## config.mk

```make
export PLATFORM = sky130hd
export DESIGN_NAME = vadd_axil_sequencer
export DESIGN_NICKNAME = d
export VERILOG_FILES = /design/src/rtl/vadd_seq_pkg.sv /design/src/rtl/axil_wr_chan.sv /design/src/rtl/vadd_axil_sequencer.sv
export SDC_FILE = /design/constraint.sdc
export NUM_CORES = 1
export LEC_CHECK = 0
export BUFFER_PORTS_ARGS = -buffer_cell sky130_fd_sc_hd__buf_2
export CORE_UTILIZATION = 56
export CTS_CLUSTER_DIAMETER = 100
export CTS_CLUSTER_SIZE = 30
export DETAILED_ROUTE_END_ITERATION = 10
export PLACE_DENSITY_LB_ADDON = 0.2
export SLEW_MARGIN = 40
export SYNTH_ARGS = -nofsm -noshare
export SYNTH_HDL_FRONTEND = slang
export SYNTH_HIERARCHICAL = 1
export SYNTH_SLANG_ARGS = --single-unit
```

## constraint.sdc

```tcl
create_clock -name clk -period 4.2 [get_ports clk]
set_input_delay 0.21 -clock clk [delete_from_list [all_inputs] [get_ports clk]]
set_output_delay 0.21 -clock clk [all_outputs]
set_load 0.01 [all_outputs]
```

## src/rtl/vadd_seq_pkg.sv

```systemverilog
// rtl/vadd_seq_pkg.sv - shared states, ap_ctrl bit indices and response codes for the vadd sequencer
package vadd_seq_pkg;

    typedef enum logic [2:0] {
        IDLE,
        WR_A,
        WR_B,
        WR_GO,
        POLL,
        RD_C,
        RESP
    } seq_state_e;

    localparam int AP_START = 0;
    localparam int AP_DONE  = 1;

    localparam logic [1:0] RESP_OK      = 2'd0;
    localparam logic [1:0] RESP_AXIERR  = 2'd1;
    localparam logic [1:0] RESP_TIMEOUT = 2'd2;

endpackage

```

## src/rtl/axil_wr_chan.sv

```systemverilog
// rtl/axil_wr_chan.sv - single AXI4-Lite write (AW+W+B) with independent AW and W completion
module axil_wr_chan #(
    parameter int DW = 32,
    parameter int AW = 6
) (
    input  logic            clk,
    input  logic            reset,
    input  logic            start,
    input  logic [AW-1:0]   addr,
    input  logic [DW-1:0]   data,
    output logic            active,
    output logic            done,
    output logic            err,
    output logic [AW-1:0]   m_awaddr,
    output logic            m_awvalid,
    input  logic            m_awready,
    output logic [DW-1:0]   m_wdata,
    output logic [DW/8-1:0] m_wstrb,
    output logic            m_wvalid,
    input  logic            m_wready,
    input  logic [1:0]      m_bresp,
    input  logic            m_bvalid,
    output logic            m_bready
);

    assign m_wstrb = '1;
    assign done    = m_bvalid & m_bready;
    assign err     = done & (m_bresp != 2'b00);
    assign active  = m_awvalid | m_wvalid | m_bready;

    // bready stays up from issue until the response arrives, so B can never be missed
    always_ff @(posedge clk) begin
        if (reset) begin
            m_awvalid <= 1'b0;
            m_wvalid  <= 1'b0;
            m_bready  <= 1'b0;
            m_awaddr  <= '0;
            m_wdata   <= '0;
        end else if (start) begin
            m_awvalid <= 1'b1;
            m_wvalid  <= 1'b1;
            m_bready  <= 1'b1;
            m_awaddr  <= addr;
            m_wdata   <= data;
        end else begin
            if (m_awready) m_awvalid <= 1'b0;
            if (m_wready)  m_wvalid  <= 1'b0;
            if (m_bvalid)  m_bready  <= 1'b0;
        end
    end

endmodule

```

## src/rtl/vadd_axil_sequencer.sv

```systemverilog
// rtl/vadd_axil_sequencer.sv - AXI4-Lite master running one vadd add per command (A, B, start, poll, read C)
module vadd_axil_sequencer
    import vadd_seq_pkg::*;
#(
    parameter int             DW       = 32,
    parameter int             AW       = 6,
    parameter logic [AW-1:0]  CTRL_OFF = 6'h00,
    parameter logic [AW-1:0]  A_OFF    = 6'h10,
    parameter logic [AW-1:0]  B_OFF    = 6'h18,
    parameter logic [AW-1:0]  C_OFF    = 6'h20,
    parameter int             POLL_MAX = 255
) (
    input  logic            clk,
    input  logic            reset,
    input  logic            cmd_valid,
    output logic            cmd_ready,
    input  logic [DW-1:0]   cmd_a,
    input  logic [DW-1:0]   cmd_b,
    output logic            rsp_valid,
    input  logic            rsp_ready,
    output logic [DW-1:0]   rsp_sum,
    output logic [1:0]      rsp_err,
    output logic            busy,
    output logic [15:0]     done_cnt,
    output logic [AW-1:0]   m_awaddr,
    output logic            m_awvalid,
    input  logic            m_awready,
    output logic [DW-1:0]   m_wdata,
    output logic [DW/8-1:0] m_wstrb,
    output logic            m_wvalid,
    input  logic            m_wready,
    input  logic [1:0]      m_bresp,
    input  logic            m_bvalid,
    output logic            m_bready,
    output logic [AW-1:0]   m_araddr,
    output logic            m_arvalid,
    input  logic            m_arready,
    input  logic [DW-1:0]   m_rdata,
    input  logic [1:0]      m_rresp,
    input  logic            m_rvalid,
    output logic            m_rready
);

    seq_state_e    state_q, state_d;
    logic [DW-1:0] a_q, b_q;
    logic [15:0]   poll_cnt, poll_next;
    logic          wr_start, wr_active, wr_done, wr_err;
    logic [AW-1:0] wr_addr;
    logic [DW-1:0] wr_data;
    logic          ar_issue;
    logic [AW-1:0] ar_addr_d;
    logic          rsp_load;
    logic [DW-1:0] rsp_sum_d;
    logic [1:0]    rsp_err_d;
    logic          r_hs;

    assign r_hs      = m_rvalid & m_rready;
    assign poll_next = (poll_cnt == 16'hFFFF) ? poll_cnt : poll_cnt + 16'd1;

    axil_wr_chan #(.DW(DW), .AW(AW)) u_wr (
        .clk       (clk),
        .reset     (reset),
        .start     (wr_start),
        .addr      (wr_addr),
        .data      (wr_data),
        .active    (wr_active),
        .done      (wr_done),
        .err       (wr_err),
        .m_awaddr  (m_awaddr),
        .m_awvalid (m_awvalid),
        .m_awready (m_awready),
        .m_wdata   (m_wdata),
        .m_wstrb   (m_wstrb),
        .m_wvalid  (m_wvalid),
        .m_wready  (m_wready),
        .m_bresp   (m_bresp),
        .m_bvalid  (m_bvalid),
        .m_bready  (m_bready)
    );

    always_ff @(posedge clk) begin
        if (reset) state_q <= IDLE;
        else       state_q <= state_d;
    end

    always_comb begin
        state_d   = state_q;
        cmd_ready = 1'b0;
        busy      = 1'b1;
        rsp_valid = 1'b0;
        m_rready  = 1'b0;
        wr_start  = 1'b0;
        wr_addr   = A_OFF;
        wr_data   = a_q;
        ar_issue  = 1'b0;
        ar_addr_d = CTRL_OFF;
        rsp_load  = 1'b0;
        rsp_sum_d = '0;
        rsp_err_d = RESP_OK;
        case (state_q)
            IDLE: begin
                cmd_ready = 1'b1;
                busy      = 1'b0;
                if (cmd_valid) state_d = WR_A;
            end
            WR_A, WR_B, WR_GO: begin
                // the channel is idle only in the first cycle of each write state
                wr_start = ~wr_active;
                if (state_q == WR_B) begin
                    wr_addr = B_OFF;
                    wr_data = b_q;
                end else if (state_q == WR_GO) begin
                    wr_addr           = CTRL_OFF;
                    wr_data           = '0;
                    wr_data[AP_START] = 1'b1;
                end
                if (wr_err) begin
                    state_d   = RESP;
                    rsp_load  = 1'b1;
                    rsp_err_d = RESP_AXIERR;
                end else if (wr_done) begin
                    case (state_q)
                        WR_A:    state_d = WR_B;
                        WR_B:    state_d = WR_GO;
                        default: begin
                            state_d  = POLL;
                            ar_issue = 1'b1;
                        end
                    endcase
                end
            end
            POLL: begin
                m_rready = 1'b1;
                if (r_hs) begin
                    if (m_rresp != 2'b00) begin
                        state_d   = RESP;
                        rsp_load  = 1'b1;
                        rsp_err_d = RESP_AXIERR;
                    end else if (m_rdata[AP_DONE]) begin
                        state_d   = RD_C;
                        ar_issue  = 1'b1;
                        ar_addr_d = C_OFF;
                    end else if (poll_next >= 16'(POLL_MAX)) begin
                        state_d   = RESP;
                        rsp_load  = 1'b1;
                        rsp_err_d = RESP_TIMEOUT;
                    end else begin
                        ar_issue = 1'b1;
                    end
                end
            end
            RD_C: begin
                m_rready = 1'b1;
                if (r_hs) begin
                    state_d  = RESP;
                    rsp_load = 1'b1;
                    if (m_rresp != 2'b00) rsp_err_d = RESP_AXIERR;
                    else                  rsp_sum_d = m_rdata;
                end
            end
            RESP: begin
                rsp_valid = 1'b1;
                if (rsp_ready) state_d = IDLE;
            end
            default: state_d = IDLE;
        endcase
    end

    // AR is raised on the edge that enters POLL/RD_C so the read starts in the entry cycle
    always_ff @(posedge clk) begin
        if (reset) begin
            a_q       <= '0;
            b_q       <= '0;
            poll_cnt  <= '0;
            m_arvalid <= 1'b0;
            m_araddr  <= '0;
            rsp_sum   <= '0;
            rsp_err   <= RESP_OK;
            done_cnt  <= '0;
        end else begin
            if (state_q == IDLE && cmd_valid) begin
                a_q      <= cmd_a;
                b_q      <= cmd_b;
                poll_cnt <= '0;
            end
            if (state_q == POLL && r_hs) poll_cnt <= poll_next;
            if (ar_issue) begin
                m_arvalid <= 1'b1;
                m_araddr  <= ar_addr_d;
            end else if (m_arready) begin
                m_arvalid <= 1'b0;
            end
            if (rsp_load) begin
                rsp_sum <= rsp_sum_d;
                rsp_err <= rsp_err_d;
            end
            if (rsp_valid && rsp_ready && rsp_err == RESP_OK) done_cnt <= done_cnt + 16'd1;
        end
    end

endmodule

```

### Word-level counts from Yosys, hierarchy flattened

Index checks and enable logic that the tools add are counted.

| storage, ports and cells | value |
|---|---|
| register bits after elaboration | 181 |
| bits of input ports | 109 |
| output and inout port bits | 106 |
| logic and storage cells | 116 |

| cells by class | value |
|---|---|
| $add $sub $neg | 2 |
| order comparisons | 1 |
| eq/ne operators | 13 |
| mux-type cells | 63 |
| bitwise logic cells | 6 |
| reductions and logical operators | 17 |

Operators with widths:

| operator | number |
|---|---|
| $mux 32 | 6 |
| $mux 16 | 3 |
| $add 16x1->16 const B | 2 |
| $mux 1 | 29 |
| $mux 3 | 9 |
| $mux 6 | 4 |
| $eq 16x16->1 const B | 1 |
| $ge 16x8->1 const B | 1 |
| $mux 5 | 3 |
| $pmux 3 s5 | 1 |
| $reduce_bool 2->1 | 7 |
| $eq 3x3->1 const B | 3 |
| $mux 2 | 4 |
| $ne 2x2->1 const B | 4 |
| $eq 3x2->1 const B | 2 |
| $pmux 2 s3 | 1 |
| $pmux 3 s2 | 1 |
| $reduce_and 6->1 | 1 |
| $logic_and 1x1->1 | 4 |
| $ne 4x4->1 const B | 1 |
| $reduce_or 2->1 | 2 |
| $and 1x1->1 | 3 |
| $eq 3x1->1 const B | 1 |
| $logic_not 3->1 | 1 |
| other kinds (7) | 8 |

### Logic depth before layout (Yosys ltp)

Gate-level depths: netlist of run 1.

| logic depth | value |
|---|---|
| word-level depth | 9 |
| gate-level depth with buffers | 10 |
| mapped depth without buffers | 8 |

### Modules after synthesis

The synthesis of run 1 kept the hierarchy.

By module, submodules not included:

| module | times used | cells an instance | area each (um2) | seq. area each (um2) |
|---|---|---|---|---|
| vadd_axil_sequencer | 1 | 704 | 5878.1 | 2702.6 |
| axil_wr_chan | 1 | 142 | 1520.2 | 820.8 |

### Worst setup path after synthesis of run 1

OpenSTA, ideal clock, no wires.

| timing path | value |
|---|---|
| path type | reg2reg |
| start | register poll_cnt[0] |
| end | register rsp_err[1] |
| setup time | 0.117 ns |
| data arrival time | 2.528 ns |
| required time | 4.083 ns |
| slack | 1.555 ns |
| cell stages (with the launch flop) | 11 |
| buffers on the path | 2 |
| period minus slack after synthesis | 2.645 ns |
| cell sequence | dfxtp_1 ha_1 buf_2 and4_1 a41oi_2 a2111o_1 a211oi_2 nor4_4 a41o_4 buf_6 a22o_1 |

| between the ends | value |
|---|---|
| cells in the longest elaborated chain, start to end | 8 |
| elaborated cells on any way between the ends | 14 |
| those cells by class | add/sub: 1; order compare: 1; eq/ne: 1; mux: 11 |

Ends and longest elaborated chain:

| what | line | text |
|---|---|---|
| from (decl) | vadd_axil_sequencer.sv:46 | `logic [15:0] poll_cnt, poll_next;` |
| from (signal assigned) | vadd_axil_sequencer.sv:186 | `if (state_q == POLL && r_hs) poll_cnt <= poll_next;` |
| $add 16x1->16 / $eq 16x16->1 (equally long branches) | vadd_axil_sequencer.sv:58 | `assign poll_next = (poll_cnt == 16'hFFFF) ? poll_cnt : poll_cnt + 16'd1;` |
| $mux 16 * | vadd_axil_sequencer.sv:58 |  |
| $ge 16x8->1 * | vadd_axil_sequencer.sv:143 | `end else if (poll_next >= 16'(POLL_MAX)) begin` |
| $mux 2 / $mux 1 (equally long branches) | vadd_axil_sequencer.sv:143 |  |
| $mux 2 / $mux 1 (equally long branches) | vadd_axil_sequencer.sv:139 | `end else if (m_rdata[AP_DONE]) begin` |
| $mux 2 / $mux 1 (equally long branches) | vadd_axil_sequencer.sv:135 | `if (m_rresp != 2'b00) begin` |
| $mux 2 / $mux 1 (equally long branches) | vadd_axil_sequencer.sv:134 | `if (r_hs) begin` |
| $pmux 2 s3 / $pmux 1 s3 (equally long branches) | vadd_axil_sequencer.sv:100 | `case (state_q)` |
| to (signal assigned) | vadd_axil_sequencer.sv:195 | `rsp_err <= rsp_err_d;` |
| to (decl) | vadd_axil_sequencer.sv:22 | `output logic [1:0] rsp_err,` |

Every way passes the cells marked *; elsewhere a longest branch is shown, timed or not.
A chain may end at the register's enable or synchronous reset.

### Worst setup path in the final report of run 1

| timing path | value |
|---|---|
| start | register poll_cnt[0] |
| end | register rsp_sum[28] |

| between the ends | value |
|---|---|
| cells in the longest elaborated chain, start to end | 8 |
| elaborated cells on any way between the ends | 9 |
| those cells by class | add/sub: 1; order compare: 1; eq/ne: 1; mux: 6 |

Ends and longest elaborated chain:

| what | line | text |
|---|---|---|
| $add 16x1->16 / $eq 16x16->1 (equally long branches) | vadd_axil_sequencer.sv:58 |  |
| $mux 16 * | vadd_axil_sequencer.sv:58 |  |
| $ge 16x8->1 * | vadd_axil_sequencer.sv:143 |  |
| $mux 1 * | vadd_axil_sequencer.sv:143 |  |
| $mux 1 * | vadd_axil_sequencer.sv:139 |  |
| $mux 1 * | vadd_axil_sequencer.sv:135 |  |
| $mux 1 * | vadd_axil_sequencer.sv:134 |  |
| $pmux 1 s3 * | vadd_axil_sequencer.sv:100 |  |
| to (signal assigned) | vadd_axil_sequencer.sv:194 | `rsp_sum <= rsp_sum_d;` |
| to (decl) | vadd_axil_sequencer.sv:21 | `output logic [DW-1:0] rsp_sum,` |

Marked as above.

==> impl_metrics.toml, run 1 <==
[run_status]
status = "finished clean"

[route]
met1Wirelength_um = 8330
wirelength_um = 18700
wl_per_cell_um = 15.2
drt_iter0_markers = 345
vias_per_cell = 5.44
drtPass1Iterations = 6
detail-route-antenna-nets = 0
wl_met3_um = 1300
wl_met2_um = 8770
post-route-drc-count = 0
top_layer = "met4"
vias = 6671

[finish]
final_cell_count_no_fill = 1226
utilization_pct = 72.0
drive_gt1_share_pct = 24.3
nNetsFinal = 1153
antennaDiodeCount = 0
area_delta_synth_final_pct = 24.4

[yosys]
yosys_most_used_dff = "dfxtp_1"
synth_xor_area_share_pct = 1.66
synth_area_leaders = "dfxtp_1 (48%), nand2_1 (7.9%), a22o_1 (7.6%)"
synth_cell_types = 59
synth_top_area_cell = "dfxtp_1"
synth_common_cells = "dfxtp_1 (176), nand2_1 (156), a21oi_1 (88), nor2_1 (81), a22o_1 (64)"
syn_area_per_cell_um2 = 8.75
synth-simple-area-share_pct = 18.6
postSynth.asyncResetShare_pct = 0
synth_seq_area_share_pct = 47.6
syn-instance-count = 846
synth_edf_count = 0
synth_compound_area_share_pct = 19.4
synthAdderAreaFrac_pct = 0.338
synth_top_family_by_area = "compound AO/OA/AOI/OAI gates"
ys_ff_latch = 176
syn_area_um2 = 7400
ys_warn_count = 6
muxShareOfSynthArea_pct = 5.95
synth_top_cell_area_share_pct = 47.6
yosysMostFrequentCell = "dfxtp_1"

[sta]
max-slew-margin-rel_pct = 50.1
setup_viol = 0
grt_setup_unrepaired = "no"
post-route-min-period_ps = 3030
finalSetupTns_ps = 0
hold_viol = 0
slew_violations = 0
max_freq_mhz = 330
fin_worst_skew_ps = 9.77
worst_slew_pin_slew_ps = 746
fin_crit_sh_pct = 72.2

[clock_network]
clock_latency_ps = 430
cts_tree = "done"
cts_setup_buffers = 0
ctsHoldBuffers = 28
cts_max_path_buffers = 2
clock-sinks = 176
cts.htree.levels = 4
root_buffer = "clkbuf_16"
path_clk_slew_ps = 60
cts-resized-gates = 0
numCtsBuffers = 17

[worst_setup_path]
cp.arrival_ps = 3400
cpMaxStageDelayCell = "a41o_4"
required_ps = 4570
critPathMaxFanout = 32
endpoint_kind = "register"
crit_type = "reg -> reg"
worst_setup_path_start_kind = "register"
slowest_delay_ps = 510
crit_chain = "ha_1 -> nand4_1 -> nor4_1 -> mux2i_1 -> o2111ai_1 -> nor4_4 -> a41o_4 -> a22o_1"

[job]
cap_violations = 0

[global_route]
grt_pass1_vias = 6024
grtUsageTotal_pct = 27.3
grt_pass1_wl_um = 29200
grt_antenna_before_repair = 0
grt_overflow = 0
grt_max_degree = 93

[placed_design]
post-place-cells = 1167
portBuffers = 205
hpwl_um = 11600
gp_congestion = 0.887

[die]
row_count = 41
start_util_pct = 57.9
ioPinCount = 215
die_h_um = 117
core_area_um2 = 12800
dieArea_um2 = 13700
die_w_um = 117

[power]
leakage_nw = 3.93
power.density_nw_per_um2 = 517
power_mw = 4.76
vdd_drop_max_uv = 475

[hold_path]
hold_class = "in -> reg"
[logic make-up (layout without fill, tap and decap cells)]
kind of cell	Yosys count	in the layout
compound gates	206	206
other cells	2	13
xor+xnor	14	14
flops	176	176
fa+ha+maj	2	2
simple gates	310	310
buf+inv	92	289
mux	44	44
[where the power goes]
group	total [mW]	internal, mW	switching, mW
sequential	1.98	1.87	0.117
combinational	1.28	0.494	0.782
clock	1.50	0.862	0.634
[critical path, delay by kind of cell, from the launching register on]
kind / cells / cell delay, ps
adders and majority gates: 1 / 380
muxes: 1 / 290
AOI/OAI and AO/OA: 3 / 930
DFF: 1 / 430
and+or+nand+nor: 3 / 950
[per-layer routing]
layer / vias to the layer above / track usage [%]
met5: - / 0
met4: 0 / 8.78
li1: 3336 / -
met2: 217 / 43.4
met3: 21 / 8.55
met1: 3097 / 35.2
[flip-flops by register name (all words and copies together), names as in the netlist]
signal / flops
a_q: 32
b_q: 32
rsp_sum: 32
u_wr/m_wdata: 32
done_cnt: 16
poll_cnt: 16
u_wr/m_awaddr: 6
state_q: 3
rsp_err: 2
m_araddr: 1
m_arvalid: 1
u_wr/m_awvalid: 1
u_wr/m_bready: 1
u_wr/m_wvalid: 1
[final cells by class]
cell class                 instances  area [µm²]
fill                            1020        3570
sequential                       176        3520
multi-input combinational        589        3470
timing repair buffer             241        1370
clock buffer                      23         478
tap                              172         215
clock inverter                     8        78.8
inverter                          17        63.8
[layout by cell type (no fill, tap or decap), types with 6 or more instances in the layout]
| cell | count |
|---|---|
| nand3_1 | 17 |
| dlygate4sd3_1 | 28 |
| nand2b_1 | 6 |
| xor2_1 | 7 |
| mux2i_1 | 44 |
| conb_1 | 13 |
| inv_1 | 16 |
| a21oi_1 | 88 |
| nand4_1 | 11 |
| and4_1 | 6 |
| a31oi_1 | 8 |
| a22o_1 | 64 |
| xnor2_1 | 7 |
| nand2_1 | 155 |
| o21ai_0 | 13 |
| buf_2 | 204 |
| buf_4 | 8 |
| clkbuf_16 | 17 |
| nor2_1 | 81 |
| dfxtp_1 | 176 |
[path summary, 6_finish.rpt]
kind                                  from                  endpoint  slack [ps]  depth (start not counted)
setup / recovery  poll_cnt[0]$_SDFFE_PP0P_  rsp_sum[28]$_SDFFE_PP0P_        1170                          8
setup reg to reg  poll_cnt[0]$_SDFFE_PP0P_  rsp_sum[28]$_SDFFE_PP0P_        1170                          8
hold / removal                 m_rdata[12]  rsp_sum[12]$_SDFFE_PP0P_           8                          2
hold reg to reg        a_q[6]$_SDFFE_PP0P_       a_q[6]$_SDFFE_PP0P_         450                          2
[through the flow]
step	setup slack, ps	cell area [µm²]	hold WS, ps
after global placement	1300	8360	418
after CTS	1240	9200	0.280
after detailed placement	1250	8360	423
after global routing	894	9200	7.02
after floorplan	1550	7440	335
final	1170	9200	7.57
No activity file was read; power rests on OpenSTA's default activity.
==> inputs of run 2 (changes only) <==
--- a/config.mk
+++ b/config.mk
@@ -5,8 +5,9 @@
 export SDC_FILE = /design/constraint.sdc
 export NUM_CORES = 1
 export LEC_CHECK = 0
+export ABC_AREA = 1
 export BUFFER_PORTS_ARGS = -buffer_cell sky130_fd_sc_hd__buf_2
-export CORE_UTILIZATION = 56
+export CORE_UTILIZATION = 48
 export CTS_CLUSTER_DIAMETER = 100
 export CTS_CLUSTER_SIZE = 30
 export DETAILED_ROUTE_END_ITERATION = 10
==> constraint.sdc (replaced) <==
create_clock -name clk -period 2.5 [get_ports clk]
set_input_delay 0.125 -clock clk [delete_from_list [all_inputs] [get_ports clk]]
set_output_delay 0.125 -clock clk [all_outputs]
set_load 0.01 [all_outputs]
==> run 2 against run 1 <==
Net effect:
- die area rose by 25%
- area after synthesis grew 7.1%
- clock skew is 1.0 ps lower
- wire length grew 12%
- critical endpoint is now rsp_sum[1]$_SDFFE_PP0P_
- highest routed layer unchanged
==> impl_metrics.toml, run 2 <==
[die]
row_count = 46
core_area_um2 = 16000
start_util_pct = 49.5
die_h_um = 130
ioPinCount = 215
die_w_um = 130
dieArea_um2 = 17000

[route]
detail-route-antenna-nets = 0
vias = 7661
vias_per_cell = 4.96
wirelength_um = 20800
wl_per_cell_um = 13.5
drt_iter0_markers = 481
drtPass1Iterations = 5
post-route-drc-count = 0

[sta]
finalSetupTns_ps = 0
slew_violations = 0
max-slew-margin-rel_pct = 49.7
setup_ws_ps = 234
hold_viol = 0
max_freq_mhz = 441
worst_slew_pin_slew_ps = 754
post-route-min-period_ps = 2270
grt_setup_unrepaired = "no"
fin_worst_skew_ps = 8.73
setup_viol = 0
fin_crit_sh_pct = 90.6

[finish]
mostFrequentLayoutCell = "buf_2"
area_delta_synth_final_pct = 32.6
utilization_pct = 65.7
drive_gt1_share_pct = 26.3
final_cell_mix = "buf_2 (205), dfxtp_1 (174), nand2_1 (134), nor2_1 (122), inv_1 (119)"
final_cell_count_no_fill = 1544
nNetsFinal = 1426
antennaDiodeCount = 0

[clock_network]
cts_tree = "done"
clock-sinks = 176
path_clk_slew_ps = 70
numCtsBuffers = 17
clock_latency_ps = 430
cts.htree.levels = 4
cts_max_path_buffers = 2
cts_setup_buffers = 0
root_buffer = "clkbuf_16"

[global_route]
grt_overflow = 0
grt_pass1_vias = 7053
grt_antenna_before_repair = 0
grtUsageTotal_pct = 24.5
grt_pass1_wl_um = 33200
grt_max_degree = 90

[yosys]
syn_area_um2 = 7930
yosys_most_used_dff = "dfxtp_1"
synth_area_leaders = "dfxtp_1 (44%), o21ai_0 (7.2%), a21oi_1 (6.5%)"
synth-simple-area-share_pct = 21.8
syn_area_per_cell_um2 = 7.63
synth_top_cell_area_share_pct = 44.5
synth_cell_types = 43
synthAdderAreaFrac_pct = 0.316
muxShareOfSynthArea_pct = 0
postSynth.asyncResetShare_pct = 0
ys_ff_latch = 176
synth_seq_area_share_pct = 44.5
ys_warn_count = 6
synth_xor_area_share_pct = 0.774
synth_compound_area_share_pct = 20.7
synth_top_family_by_area = "simple AND/OR/NAND/NOR gates"
synth_edf_count = 0
synth_common_cells = "dfxtp_1 (176), nand2_1 (135), nor2_1 (123), inv_1 (120), o21ai_0 (114)"
yosysMostFrequentCell = "dfxtp_1"
synth_top_area_cell = "dfxtp_1"
syn-instance-count = 1039

[worst_setup_path]
worst_setup_path_start_kind = "register"
cp.arrival_ps = 2630
critPathMaxFanout = 15
startpoint = "poll_cnt[2]$_SDFFE_PP0P_"
ff2ff_setup_slack_ps = 230
endpoint_kind = "register"
required_ps = 2870
worstReg2RegStart = "poll_cnt[2]$_SDFFE_PP0P_"
crit_type = "reg -> reg"

[power]
power_mw = 9.14
leakage_nw = 4.58
vdd_drop_max_uv = 692
power.density_nw_per_um2 = 870

[placed_design]
post-place-cells = 1419
portBuffers = 205
hpwl_um = 13000
dp_slack_ps = 71.8
gp_congestion = 0.922

[job]
cap_violations = 0

[run_status]
status = "finished clean"

[hold_path]
hold_class = "in -> reg"
holdCritStartpoint = "cmd_b[12]"
==> run 2: kinds of logic after synthesis <==
logic type               count (synthesis)
buffers and inverters                  197
XOR/XNOR                                 7
other                                    2
adder cells (fa/ha/maj)                  2
AO/OA/AOI/OAI                          293
flip-flops                             176
AND/OR/NAND/NOR                        362
==> run 2: cell type report <==
| class | count | area (µm²) |
|---|---|---|
| Tap cell | 216 | 270 |
| Clock buffer | 17 | 425 |
| Fill cell | 1426 | 5490 |
| Clock inverter | 15 | 149 |
| Timing Repair Buffer | 315 | 2130 |
| Multi-Input combinational cell | 677 | 3520 |
| Sequential cell | 176 | 3530 |
| Inverter | 128 | 483 |
==> run 2: path summary, 6_finish.rpt <==
check | end | cells after the start
worst min register to register | b_q[7]$_SDFFE_PP0P_ | 2
worst max-delay path | rsp_sum[1]$_SDFFE_PP0P_ | 15
worst min-delay path | b_q[12]$_SDFFE_PP0P_ | 3
worst max register to register | rsp_sum[1]$_SDFFE_PP0P_ | 15
==> run 2: metal layers <==
metal	part of all wire, %	global-route usage, %	vias to the layer above
li1	-	-	3936
met1	46	31.3	3470
met2	47	39.9	213
met3	4.9	5.33	42
met4	2.5	10.6	0
met5	0	0	-
==> run 2: critical path, stage by stage, from the launching register on <==
cell and delay, ps:
dfxtp_1 430, nand2_1 150, nor2_4 190, nand2_2 110, nor2_1 120, nor2_1 50, nor2_1 140, nand3_2 90
nor2_2 140, nand3_2 100, nand2_2 80, nand2_2 60, nand2_4 140, buf_12 180, nand3_2 80, a21oi_2 160
==> run 2: where the power goes <==
group / internal [mW] / leakage [nW] / switching, mW / total (mW)
Combinational: 0.994 / 2.86 / 1.90 / 2.89
Clock: 1.32 / 0.280 / 1.25 / 2.58
Sequential: 3.42 / 1.44 / 0.248 / 3.67
==> run 2: repair_timing <==
item / in CTS / in global routing
hold buffers: 92 / 0
setup endpoints to repair: 0 / 33
hold endpoints to repair: 92 / 0
gates resized for setup: 0 / 3
==> run 2: through the flow <==
step / instance area [µm²] / hold slack (ps)
floorplan: 7970 / 194
global route: 10500 / 6.04
CTS: 10500 / 0.0958
global placement: 8990 / 372
finish: 10500 / 8.24
detailed placement: 8990 / 375
==> inputs of run 3 (changes only) <==
--- a/config.mk
+++ b/config.mk
@@ -7,6 +7,7 @@
 export LEC_CHECK = 0
 export ABC_AREA = 1
 export BUFFER_PORTS_ARGS = -buffer_cell sky130_fd_sc_hd__buf_2
+export CORE_MARGIN = 2
 export CORE_UTILIZATION = 48
 export CTS_CLUSTER_DIAMETER = 100
 export CTS_CLUSTER_SIZE = 30
==> run 3 against run 2 <==
Net effect:
- wire length up 5.5%
- critical path depth unchanged
- die area up 3.1%
- clock skew up 2.9 ps
- largest power group unchanged
- clock power up 2%
- flip-flop and latch count unchanged
- combinational power up 2%
- sequential share of layout area down 0.14 points
- global-route usage up 0.22 points
- clock-buffer cell count up 3
- first-iteration DRC count down 1.0%
- fmax down 1.9%
==> impl_metrics.toml, run 3 (synthesis results as in run 2) <==
[finish]
mostFrequentLayoutCell = "buf_2"
antennaDiodeCount = 0
multi_input_area_um2 = 3540
num-fill-cells = 1381
final_cell_mix = "buf_2 (205), dfxtp_1 (175), nand2_1 (134), nor2_1 (121), inv_1 (119)"
drive_gt1_share_pct = 26.3
area_delta_synth_final_pct = 33.1
regArea_um2 = 3520
nNetsFinal = 1428

[die]
ioPinCount = 215
dieArea_um2 = 17600
core_area_um2 = 16000
row_count = 46
start_util_pct = 49.5
die_h_um = 132
die_w_um = 132

[route]
vias_per_cell = 5.15
detail-route-antenna-nets = 0
wirelength_um = 22000
post-route-drc-count = 0
drt_iter0_markers = 476
wl_per_cell_um = 14.2
vias = 7965
drtPass1Iterations = 5

[sta]
grt_setup_unrepaired = "no"
slew_violations = 0
fin_worst_skew_ps = 11.6
worst_slew_pin_slew_ps = 650
setup_viol = 0
max-slew-margin-rel_pct = 56.6
post-route-min-period_ps = 2310
finalSetupTns_ps = 0
hold_viol = 0
fin_crit_sh_pct = 92.4
max_freq_mhz = 433

[power]
power.density_nw_per_um2 = 877
vdd_drop_max_uv = 581
leakage_nw = 4.59
power_mw = 9.26

[global_route]
grt_overflow = 0
grt_antenna_before_repair = 0
grt_pass1_wl_um = 35700
grt_max_degree = 109
grtUsageTotal_pct = 24.8
grt_pass1_vias = 7567

[clock_network]
root_buffer = "clkbuf_16"
numCtsBuffers = 17
cts.htree.levels = 4
path_clk_slew_ps = 70
cts_tree = "done"
clock-sinks = 176
clock_latency_ps = 430
cts_max_path_buffers = 2

[hold_path]
hold_class = "in -> reg"

[placed_design]
gp_congestion = 0.860
hpwl_um = 13700
portBuffers = 205

[worst_setup_path]
required_ps = 2810
endpoint_kind = "register"
cp.arrival_ps = 2620
crit_type = "reg -> reg"
critPathMaxFanout = 13
worst_setup_path_start_kind = "register"

[run_status]
status = "finished clean"

[job]
cap_violations = 0
-- run 3: layout make-up --
| type | instances | area share (%) |
|---|---|---|
| clock buffer | 20 | 4.14 |
| sequential | 176 | 33.4 |
| inverter | 128 | 4.58 |
| clock inverter | 12 | 1.29 |
| multi-input combinational | 677 | 33.6 |
| tap | 216 | 2.56 |
| timing repair buffer | 317 | 20.5 |
-- run 3: metrics by stage --
step	setup slack [ps]	hold WS [ps]	instance area (µm²)	utilization [%]	instances
floorplan	279	194	7970	-	1050
global placement	168	371	9010	56.3	1422
detailed placement	75.9	376	9010	56.3	1422
CTS	42.8	2.12	10500	65.5	1544
global route	0.453	21.2	10600	65.9	1546
finish	190	12.3	10600	65.9	1546
-- run 3: worst paths after layout --
| path | from | slack, ps | end | cells after the start |
|---|---|---|---|---|
| hold reg to reg | a_q[13]$_SDFFE_PP0P_ | 450 | a_q[13]$_SDFFE_PP0P_ | 2 |
| hold / removal | cmd_a[16] | 10 | a_q[16]$_SDFFE_PP0P_ | 3 |
| setup / recovery | poll_cnt[1]$_SDFFE_PP0P_ | 190 | rsp_sum[28]$_SDFFE_PP0P_ | 15 |
| setup reg to reg | poll_cnt[1]$_SDFFE_PP0P_ | 190 | rsp_sum[28]$_SDFFE_PP0P_ | 15 |
-- run 3: power breakdown --
group / leakage (nW) / switching, mW / internal [mW]
registers: 1.44 / 0.260 / 3.43
clock network: 0.276 / 1.14 / 1.48
logic: 2.87 / 1.92 / 1.03
-- run 3: layer usage --
metal / vias to the layer above / GRT usage [%] / part of all wire (%) / wire length [µm]
met4: 0 / 12.5 / 4.0 / 876
met1: 3675 / 31.8 / 45 / 9820
met3: 72 / 4.75 / 5.5 / 1210
li1: 3935 / - / - / -
met5: - / 0 / 0 / 0
met2: 283 / 39.9 / 46 / 10100
-- run 3: critical path, cell delays in order, from the launching register on --
cell and delay [ps]:
dfxtp_2 370, ha_1 170, inv_1 70, nor2_4 140
nand2_4 100, o21ai_0 250, nand2_1 90, nor2_1 160
nand3_2 120, nand3_2 100, nand2_2 60, nand2_2 100
nand2_8 110, buf_4 220, nand3_2 70, a21oi_2 50
-- run 3: timing repair --
action | in CTS | in global routing
hold buffers | 90 | 0
gates resized for setup | 0 | 5
setup buffers | 0 | 0
setup endpoints to repair | 0 | 32
hold endpoints to repair | 90 | 0
